$ cat src/rtl/bk_adder.sv
// ---------------------------------------------------------------------------
// bk_adder
//   16-bit Brent-Kung parallel-prefix adder with a registered result.
//   Carry-in is fixed at 0. A new operand pair is accepted every cycle, and
//   its result appears one clock later.
//
// Ports
//   clk    in   1   rising-edge clock
//   rst_n  in   1   asynchronous active-low reset (clears sum/cout)
//   a      in  16   operand A, unsigned
//   b      in  16   operand B, unsigned
//   sum    out 16   registered (a + b) mod 2^16
//   cout   out  1   registered carry-out of bit 15
// ---------------------------------------------------------------------------
module bk_adder (
  input  logic        clk,
  input  logic        rst_n,
  input  logic [15:0] a,
  input  logic [15:0] b,
  output logic [15:0] sum,
  output logic        cout
);

  localparam int N      = 16;
  localparam int LG     = 4;            // log2(N)
  localparam int LEVELS = 2 * LG - 1;   // 4 up-sweep + 3 down-sweep

  // Group generate/propagate per prefix level. Level 0 holds the bit-level
  // g/p. At every level, node i holds the group (G,P) that ends at bit i.
  logic [LEVELS:0][N-1:0] g_lvl;
  logic [LEVELS:0][N-1:0] p_lvl;

  logic [N-1:0] sum_next;
  logic         cout_next;

  genvar gi, li;

  // Bit-level pre-processing
  generate
    for (gi = 0; gi < N; gi++) begin : g_pre
      assign g_lvl[0][gi] = a[gi] & b[gi];
      assign p_lvl[0][gi] = a[gi] ^ b[gi];
    end
  endgenerate

  // Up-sweep: at span s, every node whose index+1 is a multiple of 2s
  // absorbs the group that ends s bits lower. After level LG, nodes
  // 1, 3, 7 and 15 hold full prefixes starting at bit 0.
  generate
    for (li = 1; li <= LG; li++) begin : g_up
      localparam int S = 1 << (li - 1);
      for (gi = 0; gi < N; gi++) begin : g_node
        if (((gi + 1) % (2 * S)) == 0) begin : g_comb
          assign g_lvl[li][gi] = g_lvl[li-1][gi] |
                                 (p_lvl[li-1][gi] & g_lvl[li-1][gi-S]);
          assign p_lvl[li][gi] = p_lvl[li-1][gi] & p_lvl[li-1][gi-S];
        end else begin : g_pass
          assign g_lvl[li][gi] = g_lvl[li-1][gi];
          assign p_lvl[li][gi] = p_lvl[li-1][gi];
        end
      end
    end
  endgenerate

  // Down-sweep: spans 4, 2, 1. A node whose index+1 is an odd multiple of s
  // (and lies above the first complete block) extends its partial group
  // down to bit 0 using the finished prefix s bits below it. Span 4 fills
  // [11:0]; span 2 fills [5:0], [9:0], [13:0]; span 1 fills the even nodes.
  generate
    for (li = 1; li < LG; li++) begin : g_down
      localparam int S  = 1 << (LG - 1 - li);
      localparam int LV = LG + li;
      for (gi = 0; gi < N; gi++) begin : g_node
        if ((((gi + 1) % (2 * S)) == S) && ((gi + 1) > 2 * S)) begin : g_comb
          assign g_lvl[LV][gi] = g_lvl[LV-1][gi] |
                                 (p_lvl[LV-1][gi] & g_lvl[LV-1][gi-S]);
          assign p_lvl[LV][gi] = p_lvl[LV-1][gi] & p_lvl[LV-1][gi-S];
        end else begin : g_pass
          assign g_lvl[LV][gi] = g_lvl[LV-1][gi];
          assign p_lvl[LV][gi] = p_lvl[LV-1][gi];
        end
      end
    end
  endgenerate

  // Sum: g_lvl[LEVELS][i] is the carry into bit i+1.
  assign sum_next[0] = p_lvl[0][0];
  generate
    for (gi = 1; gi < N; gi++) begin : g_sum
      assign sum_next[gi] = p_lvl[0][gi] ^ g_lvl[LEVELS][gi-1];
    end
  endgenerate
  assign cout_next = g_lvl[LEVELS][N-1];

  // Result register. Reset clears the outputs at once and discards any
  // in-flight result.
  always_ff @(posedge clk or negedge rst_n) begin
    if (!rst_n) begin
      sum  <= '0;
      cout <= 1'b0;
    end else begin
      sum  <= sum_next;
      cout <= cout_next;
    end
  end

endmodule

$ cat config.mk
export PLATFORM = sky130hd
export DESIGN_NAME = bk_adder
export DESIGN_NICKNAME = d
export VERILOG_FILES = /design/src/rtl/bk_adder.sv
export SDC_FILE = /design/constraint.sdc
export NUM_CORES = 1
export LEC_CHECK = 0
export CAP_MARGIN = 0
export CELL_PAD_IN_SITES_DETAIL_PLACEMENT = 1
export CELL_PAD_IN_SITES_GLOBAL_PLACEMENT = 1
export CORE_MARGIN = 1
export CORE_UTILIZATION = 30
export DETAILED_ROUTE_END_ITERATION = 8
export HOLD_SLACK_MARGIN = 0.08
export PLACE_DENSITY = 0.9
export SLEW_MARGIN = 25
export SYNTH_ARGS = -nofsm -noshare
export SYNTH_HDL_FRONTEND = slang
export SYNTH_SLANG_ARGS = --single-unit
$ cat constraint.sdc
create_clock -name clk -period 0.8 [get_ports clk]
set_input_delay 0.16 -clock clk [delete_from_list [all_inputs] [get_ports clk]]
set_output_delay 0.16 -clock clk [all_outputs]
set_load 0.02 [all_outputs]
=== Word level (Yosys, flattened, before mapping) ===
Index checks and enable logic that the tools add are counted.
W data, S select, Z words.

* $add $sub $neg: 0
* Multipliers: 0
* Divide/modulo/power cells: 0
* Order comparisons: 0
* Equal/unequal tests: 0
* Shift-type cells: 0
* Muxes and demuxes: 0
* Bitwise operators: 110
* Reductions and logical operators: 0

{| class="wikitable"
|+ Operators with widths
! operator !! number
|-
| $and A1 B1 Y1 || 53
|-
| $xor A1 B1 Y1 || 31
|-
| $or A1 B1 Y1 || 26
|}

* Flip-flop bits (word level): 17
* Latch bits: 0
* Bits in writable memories: 0
* ROM bits: 0
* Input bits: 34
* Memories kept: 0

=== Logic depth before layout (Yosys ltp) ===
* Word-level depth: 14
* Mapped depth: 9
* Mapped depth without buffers: 9

=== Worst setup path after synthesis ===
No wires, ideal clock.

* Path kind: input port to flip-flop
* Start: input port a[0]
* End: register sum[9]
* Arrival time: 1.776 ns
* Required time: 0.677 ns
* Slack: -1.098 ns
* Stages: 9
* Path buffers: 0
* Path through: ha_1 inv_1 fa_1 nand2b_1 a21oi_2 nand2b_1 a31oi_1 fa_1 xnor2_1

* Cells in the longest elaborated chain, start to end: 10

{| class="wikitable"
|+ Ends and longest elaborated chain
! what !! line !! RTL
|-
| from (decl) || 18 || <nowiki>input logic [15:0] a,</nowiki>
|-
| $and A1 B1 Y1 || 41 || <nowiki>assign g_lvl[0][gi] = a[gi] & b[gi];</nowiki>
|-
| $and A1 B1 Y1 || 55 || <nowiki>(p_lvl[li-1][gi] & g_lvl[li-1][gi-S]);</nowiki>
|-
| $or A1 B1 Y1 || 54 || <nowiki>assign g_lvl[li][gi] = g_lvl[li-1][gi] |</nowiki>
|-
| $and A1 B1 Y1 || 55 ||
|-
| $or A1 B1 Y1 || 54 ||
|-
| $and A1 B1 Y1 || 55 ||
|-
| $or A1 B1 Y1 || 54 ||
|-
| $and A1 B1 Y1 || 76 || <nowiki>(p_lvl[LV-1][gi] & g_lvl[LV-1][gi-S]);</nowiki>
|-
| $or A1 B1 Y1 || 75 || <nowiki>assign g_lvl[LV][gi] = g_lvl[LV-1][gi] |</nowiki>
|-
| $xor A1 B1 Y1 || 90 || <nowiki>assign sum_next[gi] = p_lvl[0][gi] ^ g_lvl[LEVELS][gi-1];</nowiki>
|-
| net sum_next[9] || 33 || <nowiki>logic [N-1:0] sum_next;</nowiki>
|-
| to (signal assigned) || 102 || <nowiki>sum <= sum_next;</nowiki>
|-
| to (decl) || 20 || <nowiki>output logic [15:0] sum,</nowiki>
|}

The timed path passes the listed nets, and every way through them passes these cells.

=== Final worst setup path ===
* Start: input port b[0]
* End: register sum[8]

* Cells in the longest elaborated chain, start to end: 8

{| class="wikitable"
|+ Ends and longest elaborated chain
! what !! line !! RTL
|-
| from (decl) || 19 || <nowiki>input logic [15:0] b,</nowiki>
|-
| $and A1 B1 Y1 || 41 ||
|-
| $and A1 B1 Y1 || 55 ||
|-
| $or A1 B1 Y1 || 54 ||
|-
| $and A1 B1 Y1 || 55 ||
|-
| $or A1 B1 Y1 || 54 ||
|-
| $and A1 B1 Y1 || 55 ||
|-
| $or A1 B1 Y1 || 54 ||
|-
| $xor A1 B1 Y1 || 90 ||
|-
| net sum_next[8] || 33 ||
|}

The timed path passes the listed nets, and every way through them passes these cells.

==> run metrics <==
Tcrit/Tclk final 2.316; core area 0.003390 mm²; #FFs+latches synth 17; GP Congestion 0.7064; Slew Viols, Final 0; DRC Markers 0; final period demand of the worst path 1853 ps; maxcap violations 0; total count of hold-check failures in the final report 0; IO Count 51; Avg Cell Area, Syn 11.37 µm²; layout cells sized above 1 0.6757; final setup violation count 32; # port buffers 50; clock sink total 17; antenna violations before repair 1; startpoint types primary input; crit path max fanout 2; Comb pwr share 0.550; clock network fraction of design power 0.143; largest net degree at the start of global routing 18; DIE WIDTH between 60 and 70 µm; Cells after Synth 95; area share of the largest cell type after synthesis 0.3940; worst setup path end sum[8]$_DFF_PN0_; gr usage total 0.3409; critical-path cell list buf_8, ha_4, inv_4, fa_2, nand2b_4, a21oi_4, nand2b_4, a31oi_4, fa_2, inv_2; Peak VDD IR 0.6460 mV; area grow syn2layout 120.0%; Psw 1.469 mW; RSZ-0062 raised after global routing yes; Arr. time, crit path 2070 ps; sequential share of the synthesized area 0.3940; Worst Setup SP b[0]; Clock Pin Slew Worst Setup and Hold Paths 120 ps; Final ANT Viol Nets 0; most common cell after layout, fill and taps aside buf_4; dpl cells 215; Power Dens Cells 1566 mW/mm²; synthesized area around 0.0011 mm²; Fillers 325; most area-consuming cells after synthesis dfrtp_1 39%, ha_1 17%, fa_1 15%; status finished with violations; HP Class primary input to flip-flop; slew margin rel. 0.7648; Worst path slowest cell fa_2; maximum clock path buffer count 2; CTS H-tree lvls 1; Crit path largest cell delay 570 ps; most frequent cells in the layout 29 x buf_4, 24 x buf_6, 17 x dfrtp_1, 12 x ha_4, 12 x dlygate4sd2_1; TNS Setup -16720 ps; WS Path Type primary input to flip-flop; vias in the first global route about 1400; Die ar. 0.003843 mm²; drt initial violations 53; Root Driver clkbuf_4; Final Routed Wirelength ~6.2 mm; CTS tree done; Final Non-Filler Cells 232; routed len/inst 26.68 µm; Pleak around 1.0 nW; register share of total power 0.307; first-pass GRT wire length 8.487 mm; final hold slack 68.61 ps; via total after detailed routing 1152; # rows 21; total internal power 2.252 mW; Worst EP required 1020 ps; worst setup margin -1053 ps; sw frac 0.3949; Yosys cell types 21; Achievable Freq 539.7 MHz; Congestion Overflow GR 0; final net count 243; Syn Nets 152; vias per cell between 4 and 5; Synth area leader dfrtp_1; Yosys warnings 0; Num CTS Buffers 3; Power, Total around 3.7 mW; Starting Density 0.3186; post-DP HPWL about 3.3 mm; failing checks negative setup slack; drt pass-1 iters 4; worst slew pin tran 348.3 ps; Die H 62.00 µm; Worst Setup End Kind flip-flop
==> critical path: cells and delay by family <==
kind | cells | cell delay [ps]
adder cells (fa/ha/maj) | 3 | 1090
AO/OA/AOI/OAI | 2 | 300
AND/OR/NAND/NOR | 2 | 360
buffers and inverters | 3 | 150
==> synth_stat cells <==
cell type  number
nand3_1         2
a21oi_2         1
nor3_1          2
nand2_1         4
o211ai_1        1
fa_1            8
xor2_1          4
nor4_1          1
a21oi_1         7
o21ai_0         4
a31oi_1         1
o21ai_1         1
a41oi_1         1
a21o_2          1
inv_1          13
nand2b_1        5
nor2_1          3
dfrtp_1        17
ha_1           15
xnor2_1         3
o211ai_2        1
==> power groups by stage <==
stage               Sequential (mW)  Clock (mW)  Combinational, mW
floorplan                      1.32           0              0.394
global placement               1.09           0               1.37
detailed placement             1.11           0               1.48
CTS                            1.13       0.487               1.79
global route                   1.15       0.594               2.13
finish                         1.14       0.532               2.05
==> state kept, by name, summed over array words and instances, names as in the netlist <==
name / cells
sum: 16
cout: 1
==> per-stage QoR <==
| step | setup WS (ps) | util | instance area [µm²] |
|---|---|---|---|
| 2_1_floorplan | -991.8 | - | 1164 |
| 3_3_place_gp | -1562 | 0.5648 | 1914 |
| 3_5_place_dp | -1658 | 0.5648 | 1914 |
| 4_1_cts | -878.3 | 0.6774 | 2296 |
| 5_1_grt | -1075 | 0.7010 | 2376 |
| 6_report | -1053 | 0.7010 | 2376 |
==> worst min path at each step <==
stage / slack [ps] / endpoint / cells past startpoint / start
after floorplan: -140 / cout$_DFF_PN0_ / 0 / rst_n
after global placement: 510 / sum[10]$_DFF_PN0_ / 2 / rst_n
after detailed placement: 530 / sum[2]$_DFF_PN0_ / 2 / rst_n
after CTS: 60 / sum[0]$_DFF_PN0_ / 2 / a[0]
after global routing: 40 / sum[0]$_DFF_PN0_ / 2 / a[0]
final: 70 / sum[0]$_DFF_PN0_ / 2 / a[0]
==> cells by family after synthesis <==
logic type / Yosys count / synth area share
AO/OA/AOI/OAI: 18 / 0.1043
adder cells (fa/ha/maj): 23 / 0.3221
AND/OR/NAND/NOR: 17 / 0.07764
XOR/XNOR: 7 / 0.05678
flip-flops: 17 / 0.3940
buffers and inverters: 13 / 0.04519
==> final cells by class <==
type | instances | area, µm² | area share
Tap cell | 46 | 57.56 | 0.02422
Timing Repair Buffer | 86 | 790.8 | 0.3328
Antenna cell | 1 | 2.502 | 0.001053
Sequential cell | 17 | 425.4 | 0.1790
Multi-Input combinational cell | 65 | 1022 | 0.4302
Clock buffer | 4 | 26.28 | 0.01106
Inverter | 13 | 51.30 | 0.02159
==> timing repair <==
| action | 4_1_cts | 5_1_grt |
|---|---|---|
| gates resized for setup | 213 | 20 |
| setup buffers | 11 | 4 |
| hold endpoints to repair | 1 | 1 |
| pin swaps | 30 | 15 |
| endpoints found under the setup margin | 33 | 33 |
==> routing by layer <==
layer	up-vias	wire (µm)	GRT usage
met5	-	0	0
met4	0	290	0.2159
met3	22	380	0.1449
met2	61	2915	0.5137
met1	572	2602	0.3979
li1	497	-	-
Note: power is estimated with default switching activity, not from simulation.
